[config.mk]
export PLATFORM = sky130hd
export DESIGN_NAME = fmlarbn
export DESIGN_NICKNAME = d
export VERILOG_FILES = /design/src/rtl/fmlarbn_pkg.sv /design/src/rtl/fmlarbn_ack.sv /design/src/rtl/fmlarbn.sv
export SDC_FILE = /design/constraint.sdc
export NUM_CORES = 1
export LEC_CHECK = 0
export BUFFER_PORTS_ARGS = -buffer_cell sky130_fd_sc_hd__buf_2
export CAP_MARGIN = 15
export CORE_AREA = 2 2 322 324
export CTS_CLUSTER_SIZE = 14
export DETAILED_ROUTE_END_ITERATION = 8
export DIE_AREA = 0 0 324 326
export GPL_ROUTABILITY_DRIVEN = 0
export PLACE_DENSITY = 0.3
export SKIP_CTS_REPAIR_TIMING = 1
export SLEW_MARGIN = 15
export SYNTH_ARGS = -nofsm -noshare
export SYNTH_HDL_FRONTEND = slang
export SYNTH_SLANG_ARGS = --single-unit
export TNS_END_PERCENT = 50
[constraint.sdc]
create_clock -name sys_clk -period 4.75 [get_ports sys_clk]
set_input_delay 0 -clock sys_clk [delete_from_list [all_inputs] [get_ports sys_clk]]
set_output_delay 0 -clock sys_clk [all_outputs]
set_load 0.1 [all_outputs]
[src/rtl/fmlarbn_pkg.sv]
`default_nettype none
// =====================================================================
// Module  : fmlarbn_pkg
// Purpose : Shared mode constants, index type and candidate search.
// Rev     : 1.0
// =====================================================================
package fmlarbn_pkg;

  localparam int RR_FIXED0 = 0;
  localparam int RR_ALL    = 1;

  typedef logic [2:0] idx_t;

  // Request bits above nmasters are always zero, so wrapping at 8 visits
  // the live masters in the same order as wrapping at nmasters.
  function automatic idx_t next_rr(input idx_t master, input logic [7:0] req,
                                   input logic exclude, input logic skip0);
    idx_t cand;
    logic found;
    next_rr = master;
    found   = 1'b0;
    for (int k = 1; k <= 8; k++) begin
      cand = master + idx_t'(k);
      if (!found && req[cand] && !(exclude && k == 8) && !(skip0 && cand == '0)) begin
        next_rr = cand;
        found   = 1'b1;
      end
    end
  endfunction

endpackage
`default_nettype wire

[src/rtl/fmlarbn_ack.sv]
`default_nettype none
// =====================================================================
// Module  : fmlarbn_ack
// Purpose : Per-channel pending flag, read-ack delay line, masked strobe.
// Rev     : 1.0
// =====================================================================
module fmlarbn_ack #(
  parameter int rd_delay = 4
) (
  input  logic clk_i,
  input  logic rst_ni,
  input  logic m_stb_i,
  input  logic eack_i,
  input  logic we_i,
  output logic stbm_o,
  output logic ack_o
);

  logic                pend_q, pend_d;
  logic [rd_delay-1:0] rsr_q, rsr_d;

  // A write acks in the eack cycle, so its pending flag never rises.
  always_comb begin
    ack_o  = (eack_i & we_i) | rsr_q[rd_delay-1];
    pend_d = pend_q;
    if (ack_o) begin
      pend_d = 1'b0;
    end else if (eack_i) begin
      pend_d = 1'b1;
    end
    rsr_d = (rsr_q << 1) | rd_delay'(eack_i & ~we_i);
  end

  assign stbm_o = m_stb_i & ~pend_q;

  always_ff @(posedge clk_i or negedge rst_ni) begin
    if (!rst_ni) begin
      pend_q <= 1'b0;
      rsr_q  <= '0;
    end else begin
      pend_q <= pend_d;
      rsr_q  <= rsr_d;
    end
  end

endmodule
`default_nettype wire

[src/rtl/fmlarbn.sv]
`default_nettype none
// =====================================================================
// Module  : fmlarbn
// Purpose : N-master FML arbiter, priority or round-robin, run-capped.
// Rev     : 1.0
// =====================================================================
module fmlarbn
  import fmlarbn_pkg::*;
#(
  parameter int fml_depth = 26,
  parameter int nmasters  = 6,
  parameter int rr_mode   = 0,
  parameter int max_run   = 8,
  parameter int rd_delay  = 4,
  parameter int wr_beats  = 4
) (
  input  logic                          sys_clk,
  input  logic                          sys_rst_n,
  input  logic [nmasters*fml_depth-1:0] m_adr,
  input  logic [nmasters-1:0]           m_stb,
  input  logic [nmasters-1:0]           m_we,
  output logic [nmasters-1:0]           m_ack,
  input  logic [nmasters*8-1:0]         m_sel,
  input  logic [nmasters*64-1:0]        m_di,
  output logic [63:0]                   m_do,
  output logic [fml_depth-1:0]          s_adr,
  output logic                          s_stb,
  output logic                          s_we,
  input  logic                          s_eack,
  output logic [7:0]                    s_sel,
  input  logic [63:0]                   s_di,
  output logic [63:0]                   s_do,
  output logic [2:0]                    grant
);

  localparam int             WCW      = (wr_beats > 1) ? $clog2(wr_beats) : 1;
  localparam logic [WCW-1:0] WLAST    = WCW'(wr_beats - 1);
  localparam logic [7:0]     RUN_LAST = 8'(max_run - 1);

  idx_t           master_q, master_d, wmaster_q, wmaster_d;
  idx_t           cand, msel, wsel;
  logic [7:0]     run_q, run_d;
  logic [WCW-1:0] wcnt_q, wcnt_d;
  logic [nmasters-1:0] stbm;
  logic [7:0]     req, we_v;
  logic           others, excl, pick0;

  // Encodings past the last master fall back to master 0.
  function automatic idx_t lim(input idx_t x);
    return (int'(x) < nmasters) ? x : '0;
  endfunction

  generate
    for (genvar i = 0; i < nmasters; i++) begin : g_ch
      fmlarbn_ack #(.rd_delay(rd_delay)) u_ack (
        .clk_i   (sys_clk),
        .rst_ni  (sys_rst_n),
        .m_stb_i (m_stb[i]),
        .eack_i  (s_eack & (master_q == idx_t'(i))),
        .we_i    (s_we),
        .stbm_o  (stbm[i]),
        .ack_o   (m_ack[i])
      );
    end
  endgenerate

  assign req   = 8'(stbm);
  assign we_v  = 8'(m_we);
  assign msel  = lim(master_q);
  assign wsel  = lim(wmaster_q);

  assign s_adr = m_adr[msel*fml_depth +: fml_depth];
  assign s_we  = we_v[msel];
  assign s_stb = req[msel];
  assign s_do  = m_di[wsel*64 +: 64];
  assign s_sel = m_sel[wsel*8 +: 8];
  assign m_do  = s_di;
  assign grant = master_q;

  always_comb begin
    others   = |(req & ~(8'd1 << master_q));
    excl     = s_eack & others & (run_q == RUN_LAST);
    pick0    = (rr_mode == RR_FIXED0) && req[0] && !(excl && master_q == '0);
    cand     = pick0 ? '0 : next_rr(master_q, req, excl, rr_mode == RR_FIXED0);
    master_d = (~req[master_q] | s_eack) ? cand : master_q;
    run_d    = run_q;
    if (s_eack) begin
      run_d = (master_d == master_q && others) ? run_q + 8'd1 : '0;
    end else if (master_d != master_q) begin
      run_d = '0;
    end
  end

  // Write data follows the master that owned the last write eack for the whole burst.
  always_comb begin
    wmaster_d = wmaster_q;
    wcnt_d    = wcnt_q;
    if (wcnt_q != '0) begin
      wcnt_d = wcnt_q - 1'b1;
    end else if (s_we && s_eack) begin
      wmaster_d = master_q;
      wcnt_d    = WLAST;
    end
  end

  always_ff @(posedge sys_clk or negedge sys_rst_n) begin
    if (!sys_rst_n) begin
      master_q  <= '0;
      wmaster_q <= '0;
      run_q     <= '0;
      wcnt_q    <= '0;
    end else begin
      master_q  <= master_d;
      wmaster_q <= wmaster_d;
      run_q     <= run_d;
      wcnt_q    <= wcnt_d;
    end
  end

`ifndef SYNTHESIS
  a_wr_spacing: assert property (@(posedge sys_clk) disable iff (!sys_rst_n)
    (s_we && s_eack) |-> (wcnt_q == '0));
`endif

endmodule
`default_nettype wire

## Word level (Yosys, flattened, before mapping)

Index checks and enable logic that the tools add are counted.

| word-level totals | value |
|---|---|
| memory bits (writable) | 0 |
| word-level logic and storage cells | 211 |
| memories | 0 |
| bits in latches | 0 |
| bits of input ports | 667 |
| register bits after elaboration | 46 |
| memory bits (read-only) | 0 |

| operators by class | value |
|---|---|
| multiply operators | 1 |
| eq/ne operators | 8 |
| shift operators | 4 |
| reductions and logical operators | 56 |
| add/sub/neg operators | 9 |
| magnitude comparators | 11 |
| mux-type cells | 56 |
| div/mod/pow operators | 0 |
| bitwise logic cells | 50 |

Operators by type and width:

| operator | number |
|---|---|
| $shiftx 384x10->64 | 1 |
| $shiftx 156x9->26 | 1 |
| $shiftx 48x7->8 | 1 |
| $lt 3x4->1 const B | 9 |
| $mux 3 | 12 |
| $bmux 1 s3 | 10 |
| $mux 1 | 29 |
| $and 1x4->4 | 6 |
| $logic_not 3->1 | 8 |
| $mux 8 | 3 |
| $or 4x4->4 | 6 |
| $and 1x1->1 | 20 |
| $logic_and 1x1->1 | 20 |
| $reduce_bool 2->1 | 9 |
| $logic_not 1->1 | 17 |
| $add 3x3->3 const B | 4 |
| $add 8x1->8 const B | 1 |
| $and 6x8->8 | 1 |
| $eq 8x3->1 const B | 1 |
| $not 1->1 | 8 |
| $not 8->8 | 1 |
| $reduce_or 8->1 | 1 |
| $shl 1x3->8 const A | 1 |
| $mul 3x4->7 const B | 1 |
| 13 further kinds | 24 |

## Longest topological paths before layout

Gate-level depths: netlist of run 1.

| depth | value |
|---|---|
| depth in word-level cells | 41 |
| depth in mapped cells | 14 |
| depth with buffers taken out | 11 |

## By module

Synthesis of run 1 repeated with hierarchy kept, for this count alone.

| second synthesis, totals | value |
|---|---|
| cell total of the unflattened synthesis | 1054 |
| area, all modules | 8906.0 sq um |

Modules (own cells, without submodules):

| module | cells each | area an instance (sq um) | times used |
|---|---|---|---|
| fmlarbn | 994 | 7885.1 | 1 |
| fmlarbn_ack | 10 | 170.2 | 6 |

## Worst setup path after synthesis of run 1

No wires, ideal clock.

| timing path | value |
|---|---|
| kind | reg-to-output |
| from | register master_q[1], in the netlist grant[1] |
| to | output s_stb |
| setup slack | -455 ps |
| arrival | 5205 ps |
| buffers on the path | 4 |
| cell stages (with the launch flop) | 9 |
| path through | dfrtp_1 > ha_1 > nand2b_1 > buf_1 > buf_2 > buf_2 > buf_2 > a21oi_1 > o31ai_1 |

| between the ends | value |
|---|---|
| word-level cells in the longest chain between the ends | 4 |

Ends and longest elaborated chain:

| element | line | text |
|---|---|---|
| start, declared | fmlarbn.sv:40 | `idx_t master_q, master_d, wmaster_q, wmaster_d;` |
| start signal, assigned | fmlarbn.sv:113 | `master_q <= master_d;` |
| $lt 3x3->1 | fmlarbn.sv:50 | `return (int'(x) < nmasters) ? x : '0;` |
| $mux 3 (*) | fmlarbn.sv:50 |  |
| $bmux 1 s3 (*) | fmlarbn.sv:74 | `assign s_stb = req[msel];` |
| $mux 1 (implied by the code) (*) | fmlarbn.sv:74 |  |
| end, declared | fmlarbn.sv:27 | `output logic s_stb,` |

Every way passes the cells marked *; elsewhere a longest branch is shown, timed or not. The select of a mux whose other input is x is not followed.

## Worst setup path after layout of run 1

| timing path | value |
|---|---|
| from | register master_q[0], in the netlist grant[0] |
| to | register run_q[0] |

| between the ends | value |
|---|---|
| word-level cells in the longest chain between the ends | 40 |
| elaborated cells between the ends (all ways) | 97 |
| classes of those cells | add/sub (7); eq/ne (2); shift (1); mux (35); bitwise (6); reduce/logical (46) |

Ends and longest elaborated chain:

| element | line | text |
|---|---|---|
| $add 3x1->3 | fmlarbn_pkg.sv:23 | `cand = master + idx_t'(k);` |
| $bmux 1 s3 or $logic_not 3->1 (tied branches) | fmlarbn_pkg.sv:24 | `if (!found && req[cand] && !(exclude && k == 8) && !(skip0 && cand == '0)) begin` |
| $mux 1 (implied by the code) or $logic_not 1->1 (tied branches) | fmlarbn_pkg.sv:24 |  |
| $logic_and 1x1->1 | fmlarbn_pkg.sv:24 |  |
| $mux 1 | fmlarbn_pkg.sv:24 |  |
| $logic_not 1->1 | fmlarbn_pkg.sv:24 |  |
| $logic_and 1x1->1 (2 in series) | fmlarbn_pkg.sv:24 |  |
| $mux 1 | fmlarbn_pkg.sv:24 |  |
| [21 not listed] | -- |  |
| $logic_and 1x1->1 (3 in series) | fmlarbn_pkg.sv:24 |  |
| $mux 3 | fmlarbn_pkg.sv:24 |  |
| $mux 3 | fmlarbn.sv:84 | `cand = pick0 ? '0 : next_rr(master_q, req, excl, rr_mode == RR_FIXED0);` |
| $mux 3 | fmlarbn.sv:85 | `master_d = (~req[master_q] \| s_eack) ? cand : master_q;` |
| $eq 3x3->1 | fmlarbn.sv:88 | `run_d = (master_d == master_q && others) ? run_q + 8'd1 : '0;` |
| $logic_and 1x1->1 | fmlarbn.sv:88 |  |
| $mux 8 | fmlarbn.sv:88 |  |
| $mux 8 | fmlarbn.sv:87 | `if (s_eack) begin` |
| end signal, assigned | fmlarbn.sv:115 | `run_q <= run_d;` |
| end, declared | fmlarbn.sv:42 | `logic [7:0] run_q, run_d;` |

Parallel ways exist; a longest one is shown, timed or not. The select of a mux whose other input is x is not followed.
A chain may end at the register's enable or synchronous reset.

==> run metrics, run 1 <==
outcome=finished, final reports clean; initial DRC count=472; synthesized flop and latch total=46; Final ANT Viol Nets=0; vias in the first global route=10600; post-synthesis simple-gate area fraction=0.141; CP required=4.95 ns; Clk pwr share=0.031; CP max-delay cell=dfrtp_1; worst-path cell chain=inv_2 -> ha_1 -> inv_1 -> mux4_2 -> a21oi_2 -> and4_1 -> nand3_1 -> o311a_1 -> mux2i_1 -> o2111ai_4 -> a211oi_1; Top delay family on crit path=compound AO/OA/AOI/OAI gates; Initial Utilization=0.0773; top-level port count=840; Die Footprint=106000 sq um; Final Hold Fails=0; fmax=0.281 GHz; largest net degree at the start of global routing=83; worst-path fanout max=11; DRC viols=0; Synth Area in XOR/XNOR=0.00221; num rows=118; post-synthesis mux area share=0.319; post-synthesis compound-gate area fraction=0.248; Pleak=5.92 nW; RSZ-0062 raised after global routing=no; Tcrit/Tclk final=0.750; WL/cell=20.5 microns; Worst Skew=0.0120 ns; antenna violations before repair=21; top cells by area, synth=mux2i_1, dfrtp_1, o221a_2; Slew Limit Fails=0; slew at the pin with the worst max-slew slack=0.898 ns; layout cell share with drive strength beyond 1=0.555; Synth Net Count=1658; Hold Path Class=input port to output port; worst-skew pair later-pin latency=0.30 ns; FILL cells=12000; sequential power share=0.056; minimum clock period=3.56 ns; Synth Area in Adders=0.0205; via count=10100; Psw=8.84 mW; switching share of power=0.734; Clock Sinks=46; Critical Path AT=3.76 ns; cts bufs inserted=5; worst vdd ir=0.486 mV; H-Tree Depth=2; GRT Total Usage=0.107; leading cell types in the layout, fill and taps excluded=buf_2, mux2i_1, nand2_1; asr flop ratio synth=1.00; Ys Warns=0; die height=326 microns; first-pass GRT wire length=79800 microns; hpwl dp=52200 microns; Core Util, Final=0.126; mapped cell area=7930 sq um; share of the synthesized area in the top cell type=0.217; Setup Viol. Count Final=0; Worst-path clk slew=0.08 ns; register area share after synthesis=0.145; Longest Clk Path Bufs=2; WS Path Type=register to register; Cells after Synth=978; drt via density=3.43; Bufs and invs on worst path=2; main combinational cell family by area after synthesis=multiplexers; final WL=60700 microns; Area Growth Syn to Fin=63.3%; Synth area leader=mux2i_1; Internal=3.20 mW; number of distinct library cells after synthesis=59; Core Region=103000 sq um; PortBufs=711; most common cell after layout, fill and taps aside=buf_2; CTS tree=built; Total Neg Setup Slack=0 ns; most common flop cell mapped by yosys=dfrtp_1; Root Buffer=clkbuf_16; Max stage delay on crit path=0.39 ns; Register Area=1160 sq um; Slew HR=0.402; syn_area_per_cell=8.11 sq um; pwr dens=929 nW/um^2; Post-synth EDFFs=0; critical path endpoint category=register; # nets final=2255; area of the multi-input gates=5840 sq um; max_cap viols=0; Combinational Power Share=0.913; r2r setup slk=1.19 ns; first-pass iteration count of the detailed router=5; total global routing overflow=0; Setup crit start kind=register; Chip Width=324 microns
[cell usage after synthesis, drive strengths merged, types with 3 or more instances]
cell type / n
a211oi: 3
a21oi: 98
a31o: 3
a31oi: 4
and2: 3
and3: 6
buf: 95
clkbuf: 56
dfrtp: 46
ha: 13
inv: 38
mux2: 4
mux2i: 172
mux4: 34
nand2: 98
nand2b: 8
nand3: 9
nor2: 97
nor2b: 10
nor3: 6
nor3b: 9
o211ai: 8
o21ai: 16
o221a: 71
o22ai: 30
o31a: 4
o31ai: 4
[metal layers]
layer,vias to the layer above,global-route usage,wire length (microns)
met2,618,0.185,28600
met1,4647,0.120,23500
met5,-,0,34
met4,6,0.0528,3450
met3,88,0.0271,5200
li1,4786,-,-
[final timing paths]
check	depth (start not counted)	from	endpoint
max	11	grant[0]	run_q[0]
min	0	s_di[23]	m_do[23]
max reg2reg	11	grant[0]	run_q[0]
min reg2reg	0	g_ch[4].u_ack.rsr_q[0]	g_ch[4].u_ack.rsr_q[1]
max in group asynchronous	3	sys_rst_n	wmaster_q[2]
min in group asynchronous	3	sys_rst_n	g_ch[4].u_ack.pend_q
[power by group through the flow]
stage | Sequential (mW) | Clock (mW) | Combinational, mW
3_3_place_gp | 0.699 | 0 | 11.1
6_report | 0.671 | 0.374 | 11.0
4_1_cts | 0.688 | 0.388 | 11.1
3_5_place_dp | 0.695 | 0 | 11.1
5_1_grt | 0.699 | 0.410 | 11.4
2_1_floorplan | 0.615 | 0 | 8.56
[registers in the layout, indices dropped and copies added, names as in the netlist]
register,flops
g_ch.u_ack.pend_q,6
g_ch.u_ack.rsr_q,24
grant,3
run_q,8
wcnt_q,2
wmaster_q,3
[cell type report]
| type | count | area share |
|---|---|---|
| antenna | 5 | 0.000966 |
| timing repair buffer | 741 | 0.302 |
| multi-input combinational | 742 | 0.451 |
| clock buffer | 5 | 0.00966 |
| sequential | 46 | 0.0897 |
| tap | 1380 | 0.133 |
| inverter | 39 | 0.0113 |
| clock inverter | 3 | 0.00203 |
[through the flow]
step / setup WS, ns / cells / hold WS (ns) / power [mW] / area (sq um)
5_1_grt: 0.845 / 2959 / 0.000272 / 12.6 / 12900
3_5_place_dp: 1.22 / 2947 / 0.000681 / 11.8 / 12800
4_1_cts: 1.20 / 2955 / -0.157 / 12.2 / 12900
2_1_floorplan: 0.219 / 978 / -0.296 / 9.17 / 7940
6_report: 1.19 / 2961 / 0.0000439 / 12.0 / 13000
3_3_place_gp: 1.22 / 2947 / 0.000681 / 11.8 / 12800
[kinds of logic (layout without fill, tap and decap cells)]
logic type / count (synthesis) / after routing
fa+ha+maj: 13 / 13
compound gates: 262 / 262
flops: 46 / 46
buf+inv: 190 / 788
other cells: 0 / 5
xor+xnor: 2 / 2
mux: 210 / 210
simple gates: 255 / 255
(Power assumes the default switching activity.)
==> run 2, diff against run 1 <==
- clock period: 4.75 -> 3.7 ns (I/O delays scaled with it)
==> run 2 against run 1 <==
Effect of this change: clock-buffer cell count up 3; sequential power is 25% higher; global-route usage increased by 0.13 points; total power increased by 39%; register-to-register slack worse by 0.89 ns; maximum frequency is 4.6% higher; clock skew shrank 0.0077 ns; critical path type unchanged; critical path depth is 1 lower; cell count grew 0.61%; sequential share of layout area is 0.34 points lower.
==> run metrics, run 2 (synthesis gave the netlist of run 1 again) <==
Post-Place Cells=2966 (was 2947); Final ANT Viol Nets=0 (unchanged); Tcrit/Tclk final=0.920 (was 0.750); Crit path depth=10 (was 11); r2r setup slk=0.30 ns (was 1.19 ns); Pleak=6.21 nW (was 5.92 nW); via count=10200 (was 10100); slew at the pin with the worst max-slew slack=0.836 ns (was 0.898 ns); leading cell types in the layout, fill and taps excluded=buf_2, mux2i_1, nand2_1 (unchanged); DRC viols=0 (unchanged); R2R Path End=run_q[0] (unchanged); final WL=61800 microns (was 60700 microns); PortBufs=711 (unchanged); biggest regs=g_ch.u_ack.rsr_q: 24 flops, run_q: 8 flops, g_ch.u_ack.pend_q: 6 flops (unchanged); dpl cell area=13400 sq um (was 12800 sq um); vias in the first global route=10600 (about the same); worst-path cell chain=inv_2 -> buf_4 -> mux4_2 -> a21oi_2 -> and3_1 -> a22oi_1 -> o21ai_0 -> mux2i_1 -> o2111ai_4 -> a211oi_1 (was inv_2 -> ha_1 -> inv_1 -> mux4_2 -> a21oi_2 -> and4_1 -> nand3_1 -> o311a_1 -> mux2i_1 -> o2111ai_4 -> a211oi_1); slack of the critical path=0.297 ns (was 1.19 ns); critical path endpoint category=register (unchanged); worst-path fanout max=14 (was 11); minimum clock period=3.40 ns (was 3.56 ns); most common cell after layout, fill and taps aside=buf_2 (unchanged); fin cells=2979 (was 2961); total global routing overflow=0 (unchanged); Reg2Reg Depth=10 (was 11); pwr dens=1230 nW/um^2 (was 929 nW/um^2); Hold Path Class=input port to output port (unchanged); outcome=finished, final reports clean (unchanged); cts bufs inserted=5 (unchanged); Max stage delay on crit path=0.57 ns (was 0.39 ns); post-place setup slack=0.276 ns (was 1.22 ns); Root Buffer=clkbuf_16 (unchanged); layout cell share with drive strength beyond 1=0.576 (was 0.555); Largest Register=g_ch.u_ack.rsr_q (unchanged); fmax=0.294 GHz (was 0.281 GHz); Worst Skew=0.00436 ns (was 0.0120 ns); Die Footprint=106000 sq um (unchanged); design area=13600 sq um (was 13000 sq um); CTS tree=built (unchanged); WHS=0.0000439 ns (about the same); CP required=3.90 ns (was 4.95 ns); Worst-path clk slew=0.06 ns (was 0.08 ns); Slew Limit Fails=0 (unchanged); Slew HR=0.442 (was 0.402); max_cap viols=0 (unchanged); die height=326 microns (unchanged); CP max-delay cell=dfrtp_4 (was dfrtp_1); Final Hold Fails=0 (unchanged); Core Util, Final=0.132 (was 0.126); total chip power=16.7 mW (was 12.0 mW); Hold Crit Start=s_di[23] (unchanged); drt via density=3.44 (was 3.43); initial DRC count=422 (was 472); RSZ-0062 raised after global routing=no (unchanged); worst-skew pair later-pin latency=0.29 ns (was 0.30 ns); Worst Hold Depth=0 (unchanged); Top delay family on crit path=compound AO/OA/AOI/OAI gates (unchanged); Setup Viol. Count Final=0 (unchanged); Core Region=103000 sq um (unchanged); H-Tree Depth=2 (unchanged); first-pass GRT wire length=80500 microns (was 79800 microns); GRT Total Usage=0.108 (was 0.107); Bufs and invs on worst path=2 (unchanged); Initial Utilization=0.0773 (unchanged); num rows=118 (unchanged); top-level port count=840 (unchanged); WS Path Type=register to register (unchanged); Setup crit start kind=register (unchanged); Longest Clk Path Bufs=2 (unchanged); worst vdd ir=0.780 mV (was 0.486 mV); Worst Hold End=m_do[23] (unchanged); antenna violations before repair=19 (was 21); hpwl dp=53300 microns (was 52200 microns); Area Growth Syn to Fin=71.3% (was 63.3%); Chip Width=324 microns (unchanged); first-pass iteration count of the detailed router=5 (unchanged); Worst Setup SP=grant[0] (unchanged); largest net degree at the start of global routing=72 (was 83); WL/cell=20.7 microns (was 20.5 microns); max FFs per register=24 (unchanged); # nets final=2274 (was 2255); Worst R2R Start=grant[0] (unchanged); Total Neg Setup Slack=0 ns (unchanged); Critical Path AT=3.60 ns (was 3.76 ns); Clock Sinks=46 (unchanged)
run 2: report_power, final:
| part | internal [mW] | switching, mW |
|---|---|---|
| Combinational | 4.13 | 11.2 |
| Sequential | 0.641 | 0.201 |
| Clock | 0.306 | 0.195 |
run 2: final cells by class:
| type | instances | area, sq um |
|---|---|---|
| Fill cell | 12000 | 89000 |
| Timing Repair Buffer | 760 | 4390 |
| Clock buffer | 8 | 166 |
| Sequential cell | 46 | 1170 |
| Inverter | 39 | 148 |
| Tap cell | 1380 | 1730 |
| Multi-Input combinational cell | 742 | 5970 |
| Antenna cell | 4 | 10.0 |
run 2: how the worst max path moves through the flow:
stage | end | slack (ns)
after floorplan | s_stb | -0.20
after global placement | run_q[0] | 0.25
after detailed placement | run_q[0] | 0.28
after CTS | run_q[0] | 0.27
after global routing | run_q[0] | 0.04
final | run_q[0] | 0.30
run 2: metal layers:
| metal | up-vias | global-route usage | part of all wire |
|---|---|---|---|
| met5 | - | 0 | 0.00061 |
| met4 | 6 | 0.0194 | 0.018 |
| met3 | 53 | 0.0541 | 0.13 |
| met2 | 579 | 0.188 | 0.48 |
| met1 | 4774 | 0.118 | 0.37 |
| li1 | 4825 | - | - |
